`src/rtl/core_clk_pkg.sv`:
```
// ---------------------------------------------------------------------------
// core_clk_pkg : shared types and constants for the core clock controller.
// Revision     : 1.0
// ---------------------------------------------------------------------------
`default_nettype none

package core_clk_pkg;

  typedef enum logic [1:0] {
    HALT     = 2'd0,
    RUN      = 2'd1,
    STOPPING = 2'd2,
    STEP     = 2'd3
  } state_t;

  localparam int DIV_MIN = 1;

endpackage

`default_nettype wire

```
`src/rtl/tick_divider.sv`:
```
// ---------------------------------------------------------------------------
// tick_divider : period counter with active divider and terminal detect.
// Revision     : 1.0
// ---------------------------------------------------------------------------
`default_nettype none

module tick_divider
  import core_clk_pkg::*;
#(
  parameter int CNT_W       = 32,
  parameter int DEFAULT_DIV = 1
) (
  input  logic             clk,
  input  logic             rstn,
  input  logic             clear,
  input  logic             countEn,
  input  logic             load,
  input  logic [CNT_W-1:0] loadVal,
  output logic             terminal
);

  localparam logic [CNT_W-1:0] c_divMin   = CNT_W'(DIV_MIN);
  localparam logic [CNT_W-1:0] c_divReset = CNT_W'(DEFAULT_DIV);

  logic [CNT_W-1:0] r_cnt;
  logic [CNT_W-1:0] r_divAct;
  logic [CNT_W-1:0] w_cntEff;
  logic [CNT_W-1:0] w_loadClamped;

  // A clear is seen in the entry cycle itself, so D=1 fires immediately.
  always_comb begin
    w_cntEff      = clear ? '0 : r_cnt;
    terminal      = countEn && (w_cntEff == (r_divAct - CNT_W'(1)));
    w_loadClamped = (loadVal == '0) ? c_divMin : loadVal;
  end

  always_ff @(posedge clk or negedge rstn) begin
    if (!rstn) begin
      r_cnt    <= '0;
      r_divAct <= c_divReset;
    end else begin
      if (!countEn || terminal) begin
        r_cnt <= '0;
      end else begin
        r_cnt <= w_cntEff + CNT_W'(1);
      end
      if (load) begin
        r_divAct <= w_loadClamped;
      end
    end
  end

endmodule

`default_nettype wire

```
`src/rtl/core_clk_ctrl.sv`:
```
// ---------------------------------------------------------------------------
// core_clk_ctrl : run/halt/single-step controller producing the core clkEn.
// Revision      : 1.0
// ---------------------------------------------------------------------------
`default_nettype none

module core_clk_ctrl
  import core_clk_pkg::*;
#(
  parameter int CNT_W       = 32,
  parameter int DEFAULT_DIV = 1,
  parameter int START_RUN   = 0
) (
  input  logic             clk,
  input  logic             rstn,
  input  logic             runReq,
  input  logic             haltReq,
  input  logic             stepReq,
  input  logic [CNT_W-1:0] cfgDiv,
  input  logic             cfgValid,
  output logic             cfgReady,
  output logic             clkEn,
  output logic             halted,
  output logic [CNT_W-1:0] tickCnt
);

  localparam state_t c_resetState = (START_RUN != 0) ? RUN : HALT;

  state_t           r_state;
  state_t           w_nextState;
  logic             w_halt;
  logic             w_step;
  logic             w_run;
  logic             w_entering;
  logic             w_countEn;
  logic             w_terminal;
  logic             w_load;
  logic             w_xfer;
  logic             w_nextPend;
  logic             r_pendValid;
  logic [CNT_W-1:0] r_pendDiv;
  logic             r_cfgReady;
  logic             r_clkEn;
  logic [CNT_W-1:0] r_tickCnt;

  always_comb begin
    w_halt     = haltReq;
    w_step     = stepReq & ~haltReq;
    w_run      = runReq & ~haltReq & ~stepReq;
    w_entering = (r_state == HALT) && (w_step || w_run);
    w_countEn  = (r_state != HALT) || w_entering;
    w_load     = r_pendValid && ((r_state == HALT) || w_terminal);
    w_xfer     = cfgValid && r_cfgReady;
    w_nextPend = w_load ? 1'b0 : (w_xfer ? 1'b1 : r_pendValid);
  end

  tick_divider #(
    .CNT_W       (CNT_W),
    .DEFAULT_DIV (DEFAULT_DIV)
  ) u_divider (
    .clk      (clk),
    .rstn     (rstn),
    .clear    (w_entering),
    .countEn  (w_countEn),
    .load     (w_load),
    .loadVal  (r_pendDiv),
    .terminal (w_terminal)
  );

  always_comb begin
    w_nextState = r_state;
    case (r_state)
      // A D=1 step completes in its entry cycle and never occupies STEP.
      HALT: begin
        if (w_step) begin
          w_nextState = w_terminal ? HALT : STEP;
        end else if (w_run) begin
          w_nextState = RUN;
        end
      end
      RUN: begin
        if (w_halt) begin
          w_nextState = STOPPING;
        end
      end
      STOPPING: begin
        if (w_run) begin
          w_nextState = RUN;
        end else if (w_terminal) begin
          w_nextState = HALT;
        end
      end
      STEP: begin
        if (w_terminal) begin
          w_nextState = HALT;
        end
      end
      default: w_nextState = HALT;
    endcase
  end

  always_ff @(posedge clk or negedge rstn) begin
    if (!rstn) begin
      r_state     <= c_resetState;
      r_pendValid <= 1'b0;
      r_pendDiv   <= '0;
      r_cfgReady  <= 1'b1;
      r_clkEn     <= 1'b0;
      r_tickCnt   <= '0;
    end else begin
      r_state     <= w_nextState;
      r_pendValid <= w_nextPend;
      r_cfgReady  <= ~w_nextPend;
      r_clkEn     <= w_terminal;
      if (w_xfer) begin
        r_pendDiv <= cfgDiv;
      end
      if (w_terminal) begin
        r_tickCnt <= r_tickCnt + CNT_W'(1);
      end
    end
  end

  assign cfgReady = r_cfgReady;
  assign clkEn    = r_clkEn;
  assign halted   = (r_state == HALT);
  assign tickCnt  = r_tickCnt;

endmodule

`default_nettype wire

```
`config.mk`:
```
export PLATFORM = sky130hd
export DESIGN_NAME = core_clk_ctrl
export DESIGN_NICKNAME = d
export VERILOG_FILES = /design/src/rtl/core_clk_pkg.sv /design/src/rtl/tick_divider.sv /design/src/rtl/core_clk_ctrl.sv
export SDC_FILE = /design/constraint.sdc
export NUM_CORES = 1
export LEC_CHECK = 0
export ABC_AREA = 1
export CORE_ASPECT_RATIO = 0.75
export CORE_MARGIN = 3
export CORE_UTILIZATION = 64
export CTS_CLUSTER_SIZE = 14
export DETAILED_ROUTE_END_ITERATION = 10
export PLACE_DENSITY = 0.87
export SYNTH_ARGS = -nofsm -noshare
export SYNTH_HDL_FRONTEND = slang
export SYNTH_SLANG_ARGS = --single-unit
export TNS_END_PERCENT = 100
```
`constraint.sdc`:
```
create_clock -name clk -period 6.35 [get_ports clk]
set_input_delay 1.27 -clock clk [delete_from_list [all_inputs] [get_ports clk]]
set_output_delay 1.27 -clock clk [all_outputs]
set_load 0.03 [all_outputs]
```
==> run metrics, run 1 <==
PortBufs=72; Final #Nets=1355; Starting Density=67.29%; TritonCTS Buffers=17; H-tree levels=4; via count=8494; Layout Area Growth over Synthesis=16.16%; pre-CTS WS=~1.4 ns; R2R Setup Slk=~2.5 ns; wire per inst=16.67 um; syn_area_per_cell=about 6.8 um^2; worst hold path startpoint=tickCnt[4]$_DFFE_PN0P_; fmax=roughly 220 MHz; setup_tns=0 ns; fin cells=1493; FF-to-FF End=u_divider.r_divAct[18]$_DFFE_PN0P_; initial DRC count=1159; vias in the first global route=7830; worst hold stages=1; GRT Util Overall=roughly 34%; share of layout cells above drive strength 1=7.687%; vias per cell=5.689; clock share of power=about a quarter; r2r worst-path depth=18; final hold vios=0; HP Class=flip-flop to flip-flop; number of synthesized register bits=133; CP endpoint kind=flip-flop; RR Startpoint=u_divider.r_divAct[0]$_DFFE_PN1P_; MaxCap Viol Count=0; Post-DRT Antenna Nets=0; Remaining Overflow, GRT=0; cells after synthesis=1244; largest net degree at the start of global routing=slightly below 70; first-pass GRT wire length=40410 um; Worst Setup Start Kind=input port; post-synthesis net count=1285; Sink Count=133; CP Max Fanout=45; Sequential Power Share=between 30 and 40%; slowest CP cell=clkdlybuf4s50_1; Post-synth EDFFs=0; core footprint=approximately 13000 um^2; n_diodes=0; min Tclk post-route=4.648 ns; Die X=139.2 um; RSZ-0062 raised after global routing=false; CTS tree=built; area leader, netlist=dfrtp_1; max-slew violation count=0; leakage power=4.897 nW; end of the worst hold path=tickCnt[4]$_DFFE_PN0P_; pwr/cell area=394.0 nW/um^2; post-synthesis cell area=8516 um^2; Worst EP required=6.65 ns; initial antenna violation count=0; Skew-Pair Late Insertion Delay=0.42 ns; Die Y=105.9 um; Routability Congestion=0.9937; headroom to the max-slew limit=19.86%; fin crit share=approximately three quarters; postcts setup bufs=0; sw frac=approximately 45%; final setup margin=between 1.5 and 2 ns; crit path kind=input port to flip-flop; sequential element share of the synthesized area=39.11%; Worst EP arrival=4.95 ns; cts repair resizes=0; Worst path max stage delay=between 0.4 and 0.5 ns; DIE AREA=14740 um^2; maximum vdd drop=0.0003351 V; Cells after DPL=around 1500; first drt pass iteration count=9; Yosys cell types=37; async set-or-reset flop fraction in the synthesized netlist=100.0%; clk_skew=0.009246 ns; DRC=0; I/O pins=73; Internal=roughly 2.2 mW; sw power=1.740 mW; Hold WS=0.5202 ns; Total Wirelength=24880 um; Root Buffer=clkbuf_16; top post-synthesis cells by area=dfrtp_1 (38%), nand2_1 (18%), nor2_1 (8.4%), inv_1 (6.3%), xor2_1 (5.0%); CTS Buffer Depth=2; cts hold-fix bufs=0; Rows=35; Critical Path, Cell by Cell=clkdlybuf4s50_1 > inv_1 > nand2_1 > nand2_2 > nand2_4 > nand2_1 > inv_1 > nand2_1 > nand2_1 > nand2_1 > nand2_1 > nand2_1 > inv_1 > nand2_1 > nor2_2 > nand3_2 > nand2_1 > nand2_2 > buf_4 > nand2_1 > o21ai_2; most frequent cells in the layout=nand2_1 (417), nor2_1 (190), inv_1 (143), dfrtp_1 (131); status=completed; Clock transition at path regs=0.07 ns; top-area cell type share of the netlist area=38.50%; commonest non-fill, non-tap cell in the layout=nand2_1; Ys Warns=0; final setup vio count=0; fillers=959; Worst-Margin Slew=1.199 ns; Synth Flop Type=dfrtp_1; most used cell along the critical path=nand2_1; Combinational Power Share=around 41%; half-perimeter wire length after detailed placement=roughly 19000 um
## cells by family (layout without fill, tap and decap cells)
kind of cell,Yosys count,count (layout),synth area share (%)
buffers and inverters,175,258,8.727
xor gates and xnor gates,60,60,6.171
AOI/OAI and AO/OA,80,80,5.686
and+or+nand+nor,793,793,39.86
DFF,133,133,39.11
adders and majority gates,3,3,0.4408
## synth_stat cells (5+ instances only)
cell      number
nand2_1      418
nor2_1       190
inv_1        143
dfrtp_1      131
nand3_1       71
xor2_1        49
o21ai_0       39
nor3_1        26
nand4_1       25
o21ai_2       22
nor4_1        18
o21ai_1       12
xnor2_1       11
buf_6         10
nand2_2       10
nor2_2        10
nand3b_1       8
clkbuf_1       7
a21oi_1        6
inv_2          6
buf_2          5
## stage by stage
step | util [%] | power [mW] | cell area [um^2]
2_1_floorplan | - | 2.421 | 8516
3_3_place_gp | 73.47 | 2.768 | 9298
3_5_place_dp | 73.47 | 2.824 | 9298
4_1_cts | 78.16 | 3.853 | 9892
5_1_grt | 78.16 | 4.136 | 9892
6_report | 78.16 | 3.897 | 9892
## state kept, by name, indices dropped and copies added, names as in the netlist
signal              flops
u_divider.r_divAct     32
r_state                 2
u_divider.r_cnt        32
cfgReady                1
r_pendValid             1
tickCnt                32
r_pendDiv              32
clkEn                   1
## power groups by stage
stage | sequential [mW] | clock [mW] | combinational, mW
after global placement | 1.30 | 0 | 1.47
after global routing | 1.32 | 1.04 | 1.78
final | 1.30 | 1.00 | 1.60
after floorplan | 1.26 | 0 | 1.16
after detailed placement | 1.30 | 0 | 1.52
after CTS | 1.29 | 1.00 | 1.56
## how the worst max path moves through the flow
stage               startpoint                            endpoint  depth (start not counted)
floorplan              haltReq       u_divider.r_cnt[26]$_DFF_PN0_                         18
global placement       haltReq  u_divider.r_divAct[21]$_DFFE_PN0P_                         19
detailed placement     haltReq  u_divider.r_divAct[23]$_DFFE_PN0P_                         19
CTS                    haltReq  u_divider.r_divAct[18]$_DFFE_PN0P_                         19
global route           haltReq  u_divider.r_divAct[27]$_DFFE_PN0P_                         19
finish                 haltReq  u_divider.r_divAct[18]$_DFFE_PN0P_                         21
## layout make-up
class | instances | area, um^2 | area share [%]
Tap cell | 166 | 207.7 | 2.100
Sequential cell | 133 | 3331 | 33.67
Multi-Input combinational cell | 936 | 4444 | 44.93
Timing Repair Buffer | 76 | 752.0 | 7.602
Clock inverter | 15 | 168.9 | 1.708
Inverter | 150 | 563.0 | 5.692
Clock buffer | 17 | 425.4 | 4.301
## per-layer routing
metal	part of all wire [%]	vias to the layer above	track usage (%)
li1	-	4052	-
met1	44	3917	50.25
met2	43	474	51.77
met3	11	51	7.734
met4	1.6	0	9.078
met5	0	-	0
## critical path, delay by kind of cell
kind / cells / cell delay [ns]
buf+inv: 5 / 1.22
compound gates: 1 / 0.06
simple gates: 15 / 2.36
(Power assumes the default switching activity.)
==> inputs of run 2 (changes only) <==
--- a/config.mk
+++ b/config.mk
@@ -8,10 +8,10 @@
 export ABC_AREA = 1
 export CORE_ASPECT_RATIO = 0.75
 export CORE_MARGIN = 3
-export CORE_UTILIZATION = 64
+export CORE_UTILIZATION = 53
 export CTS_CLUSTER_SIZE = 14
 export DETAILED_ROUTE_END_ITERATION = 10
-export PLACE_DENSITY = 0.87
+export PLACE_DENSITY = 0.77
 export SYNTH_ARGS = -nofsm -noshare
 export SYNTH_HDL_FRONTEND = slang
 export SYNTH_SLANG_ARGS = --single-unit
==> constraint.sdc (replaced) <==
create_clock -name clk -period 3.8 [get_ports clk]
set_input_delay 0.76 -clock clk [delete_from_list [all_inputs] [get_ports clk]]
set_output_delay 0.76 -clock clk [all_outputs]
set_load 0.03 [all_outputs]
==> run metrics, run 2 (synthesized netlist as in run 1, its figures left out) <==
status=completed; vias per cell=about 5.4; postcts setup bufs=0; Routability Congestion=1.019; commonest non-fill, non-tap cell in the layout=nand2_1; most used cell along the critical path=nand2_1; HP Class=input port to async pin; Crit path buffers/inverters=5; Skew-Pair Late Insertion Delay=0.43 ns; CP Max Fanout=43; Rows=39; fmax=292.1 MHz; final setup margin=0.3762 ns; clk_skew=between 0.015 and 0.02 ns; CTS tree=built; Total Wirelength=24830 um; most frequent cells in the layout=nand2_1 (417), nor2_1 (190), inv_1 (143), dfrtp_1 (131); cts hold-fix bufs=0; setup_tns=0 ns; DIE AREA=roughly 18000 um^2; final hold vios=0; initial DRC count=around 780; CP endpoint kind=flip-flop; RSZ-0062 raised after global routing=false; first-pass GRT wire length=between 30000 and 40000 um; initial antenna violation count=0; MaxCap Viol Count=0; Post-DRT Antenna Nets=0; CTS Buffer Depth=2; Sink Count=133; GRT Util Overall=28.71%; PortBufs=a little over 70; fin crit share=90.10%; pwr/cell area=644.1 nW/um^2; crit path kind=input port to flip-flop; DRC=0; Worst path max stage delay=approximately 0.48 ns; cts repair resizes=0; Worst Setup Start Kind=input port; vias in the first global route=7519; Die X=152.4 um; leakage power=5.048 nW; core footprint=around 15000 um^2; Root Buffer=clkbuf_16; n_diodes=0; first drt pass iteration count=7; half-perimeter wire length after detailed placement=about 19000 um; H-tree levels=4; Layout Area Growth over Synthesis=19.84%; max-slew violation count=0; via count=roughly 8400; largest net degree at the start of global routing=73; wire per inst=15.92 um; Clock transition at path regs=around 0.06 ns; family with the most delay on the worst path=simple AND/OR/NAND/NOR gates; Worst-Margin Slew=roughly 0.70 ns; Starting Density=a little under three fifths; fillers=approximately 1400; Worst EP arrival=3.74 ns; I/O pins=73; slowest CP cell=clkdlybuf4s50_1; Final #Nets=1383; total power=6.573 mW; TritonCTS Buffers=17; share of layout cells above drive strength 1=9.520%; Worst EP required=approximately 4 ns; min Tclk post-route=3.424 ns; headroom to the max-slew limit=52.64%; final setup vio count=0; Remaining Overflow, GRT=0; Critical Path, Cell by Cell=clkdlybuf4s50_1 > inv_1 > nand2_1 > nand2_2 > nand2_4 > buf_12 > buf_4 > nand2_4 > nand2_1 > nand2_1 > o21ai_1 > nand2_1 > nor2_1 > nand2_1 > nor2_2 > nand3_2 > nand2_1 > nand2_2 > buf_12 > nand2_1 > o21ai_2; maximum vdd drop=0.0003480 V; pre-CTS WS=0.01576 ns; Die Y=115.8 um
[run 2: cell types whose count changed in the layout (fill, tap and decap cells not counted)]
cell        before  now
clkinvlp_4       3    2
clkinv_8         0    1
buf_12           0    4
inv_6            6    5
buf_4            4   28
clkbuf_1         0    1
[run 2: worst paths after layout]
check,depth (start not counted),to,slack [ns],from
min in group clk,2,tickCnt[31]$_DFFE_PN0P_,0.52,tickCnt[31]$_DFFE_PN0P_
hold reg to reg,2,tickCnt[31]$_DFFE_PN0P_,0.52,tickCnt[31]$_DFFE_PN0P_
setup reg to reg,18,u_divider.r_divAct[8]$_DFFE_PN0P_,0.60,u_divider.r_divAct[0]$_DFFE_PN1P_
setup / recovery,21,u_divider.r_divAct[8]$_DFFE_PN0P_,0.38,haltReq
max in group asynchronous,2,cfgReady$_DFF_PN1_,2.64,rstn
hold / removal,1,u_divider.r_cnt[11]$_DFF_PN0_,0.35,rstn
[run 2: worst reg2reg max path, delay by kind of cell, from the launching register on]
kind            cells  cell delay [ns]
compound gates      1             0.06
fa+ha+maj           1             0.23
buf+inv             2             0.39
flops               1             0.37
simple gates       14             2.06
[run 2: area by class of cell]
class | count | area [um^2] | share of cell area (%)
Inverter | 150 | 563.0 | 5.517
Timing Repair Buffer | 104 | 1012 | 9.919
Clock inverter | 14 | 168.9 | 1.655
Clock buffer | 18 | 429.2 | 4.205
Multi-Input combinational cell | 936 | 4444 | 43.55
Sequential cell | 133 | 3331 | 32.64
Tap cell | 205 | 256.5 | 2.513
[run 2: metal layers]
metal / vias to the layer above / GRT usage [%] / wire length [um]
met5: - / 0 / 0
met4: 0 / 6.467 / 289
met3: 33 / 9.332 / 2712
met2: 361 / 37.25 / 9408
met1: 3858 / 45.66 / 12420
li1: 4119 / - / -
[run 2: report_power, final]
group	total, mW	internal (mW)	switching, mW
sequential	2.20	1.80	0.404
combinational	2.68	0.895	1.78
clock	1.69	0.987	0.707
total	6.57	3.68	2.89
[run 2: per-stage QoR]
step	area, um^2	hold WS (ns)	utilization (%)	std cells
finish	10200	0.3499	65.97	1560
global route	10200	0.4056	65.97	1560
CTS	10200	0.3635	65.97	1560
detailed placement	9607	0.5080	62.10	1528
global placement	9607	0.5006	62.10	1528
floorplan	8516	0.4354	-	1244
==> inputs of run 3 (changes only) <==
--- a/config.mk
+++ b/config.mk
@@ -15,4 +15,4 @@
 export SYNTH_ARGS = -nofsm -noshare
 export SYNTH_HDL_FRONTEND = slang
 export SYNTH_SLANG_ARGS = --single-unit
-export TNS_END_PERCENT = 100
+export TNS_END_PERCENT = 20
==> constraint.sdc (replaced) <==
create_clock -name clk -period 2.9 [get_ports clk]
set_input_delay 0.58 -clock clk [delete_from_list [all_inputs] [get_ports clk]]
set_output_delay 0.58 -clock clk [all_outputs]
set_load 0.03 [all_outputs]
==> run metrics, run 3 (synthesized netlist as in run 1, its figures left out) <==
Post-DRT Antenna Nets=0; Sink Count=133; CP endpoint kind=flip-flop; vias in the first global route=7930; fillers=1239; HP Class=input port to async pin; final hold vios=0; Layout Utilization=72.62%; area post-placement=10320 um^2; fin crit share=99.32%; leakage power=5.631 nW; fin cells=1668; setup_tns=0 ns; CTS Buffer Depth=2; via count=8952; wire per inst=16.57 um; RR Startpoint=u_divider.r_divAct[1]$_DFFE_PN0P_; Worst Setup Start Kind=input port; CP Max Fanout=26; most frequent cells in the layout=nand2_1 (409), nor2_1 (174), inv_1 (140), dfrtp_1 (131), buf_4 (128); Total Wirelength=between 20000 and 30000 um; max-slew violation count=0; Rows=39; GRT Util Overall=30.51%; first-pass GRT wire length=about 42000 um; Root Buffer=clkbuf_16; final setup vio count=0; Final #Nets=between 1000 and 1500; crit path kind=input port to flip-flop; clk_skew=0.01297 ns; Starting Density=55.05%; final setup margin=0.01978 ns; total power=9.200 mW; initial antenna violation count=0; commonest non-fill, non-tap cell in the layout=nand2_1; Skew-Pair Late Insertion Delay=0.44 ns; H-tree levels=4; largest net degree at the start of global routing=66; Worst EP required=3.23 ns; DRC=0; DIE AREA=17640 um^2; FF/Latch Area=between 3000 and 4000 um^2; Die Y=115.8 um; Multi-input gate area=4624 um^2; Die X=152.4 um; headroom to the max-slew limit=60.58%; TritonCTS Buffers=17; Routability Congestion=slightly above 1; RSZ-0062 raised after global routing=true; pwr/cell area=819.0 nW/um^2; fmax=347.2 MHz; vias per cell=5.367; maximum vdd drop=around 0.00060 V; initial DRC count=904; CTS tree=built; status=completed; share of layout cells above drive strength 1=a little under a fifth; MaxCap Viol Count=0; half-perimeter wire length after detailed placement=20460 um; Cells after DPL=roughly 1600; core footprint=around 15000 um^2; first drt pass iteration count=6; Remaining Overflow, GRT=0; Worst EP arrival=3.21 ns; PortBufs=72; min Tclk post-route=2.880 ns; Hold WS=0.1200 ns; CP startpoint=runReq; pre-CTS WS=-0.4503 ns; Design Area, Final=11230 um^2; Worst-Margin Slew=0.5859 ns; Clock transition at path regs=0.06 ns; I/O pins=73; n_diodes=0; Layout Area Growth over Synthesis=31.91%
run 3: changes by cell type in the layout (fill, tap and decap cells not counted), moves of 2 or more:
| cell | previous run | this run |
|---|---|---|
| nor2_1 | 190 | 174 |
| nand2_8 | 0 | 3 |
| nor2_4 | 4 | 7 |
| nor2_2 | 10 | 23 |
| inv_1 | 143 | 140 |
| buf_4 | 28 | 128 |
| o21ai_2 | 22 | 24 |
| inv_8 | 1 | 3 |
| nand2_4 | 2 | 5 |
| nand2_2 | 11 | 15 |
| nand2_1 | 417 | 409 |
| clkbuf_16 | 17 | 19 |
| inv_2 | 6 | 9 |
| buf_12 | 4 | 7 |
run 3: layout make-up:
type	count	share of cell area (%)
Multi-Input combinational cell	938	41.17
Timing Repair Buffer	210	16.80
Sequential cell	133	29.65
Tap cell	205	2.283
Inverter	150	5.012
Clock inverter	14	1.270
Clock buffer	18	3.820
run 3: final timing paths:
check	to	slack, ns	depth (start not counted)
worst max-delay path	u_divider.r_divAct[20]$_DFFE_PN0P_	0.02	16
worst min-delay path	u_divider.r_divAct[3]$_DFFE_PN0P_	0.12	1
worst max register to register	u_divider.r_divAct[20]$_DFFE_PN0P_	0.13	18
worst min register to register	cfgReady$_DFF_PN1_	0.47	1
max in group asynchronous	u_divider.r_divAct[12]$_DFFE_PN0P_	1.97	2
min in group clk	cfgReady$_DFF_PN1_	0.47	1
run 3: timing repair:
item,in CTS,in global routing
setup endpoints to repair,11,101
hold endpoints to repair,0,0
buffers inserted,0,12
hold buffers,0,0
gates cloned,0,4
gates resized for setup,1,46
pin swaps,0,10
run 3: metal layers:
layer | global-route usage [%] | routed length (um)
met5 | 0 | 0
met4 | 6.946 | 347
met1 | 48.48 | 13240
met2 | 40.00 | 10960
met3 | 9.444 | 3082
run 3: where the power goes:
part | internal, mW | total [mW] | switching, mW
logic | 1.59 | 4.16 | 2.57
registers | 2.35 | 2.91 | 0.558
clock network | 1.21 | 2.13 | 0.920
total | 5.15 | 9.20 | 4.05
run 3: critical path, stage by stage:
cell             delay [ns]
clkdlybuf4s50_1        0.47
o21ai_0                0.33
nor2_2                 0.13
nor2_1                 0.28
inv_1                  0.15
nand2_1                0.09
nand2_1                0.06
nor2_1                 0.11
nand3_1                0.14
nor2_2                 0.14
nand3_2                0.10
nand2_2                0.11
nand2_2                0.12
clkbuf_16              0.24
nand2_1                0.09
o21ai_2                0.05
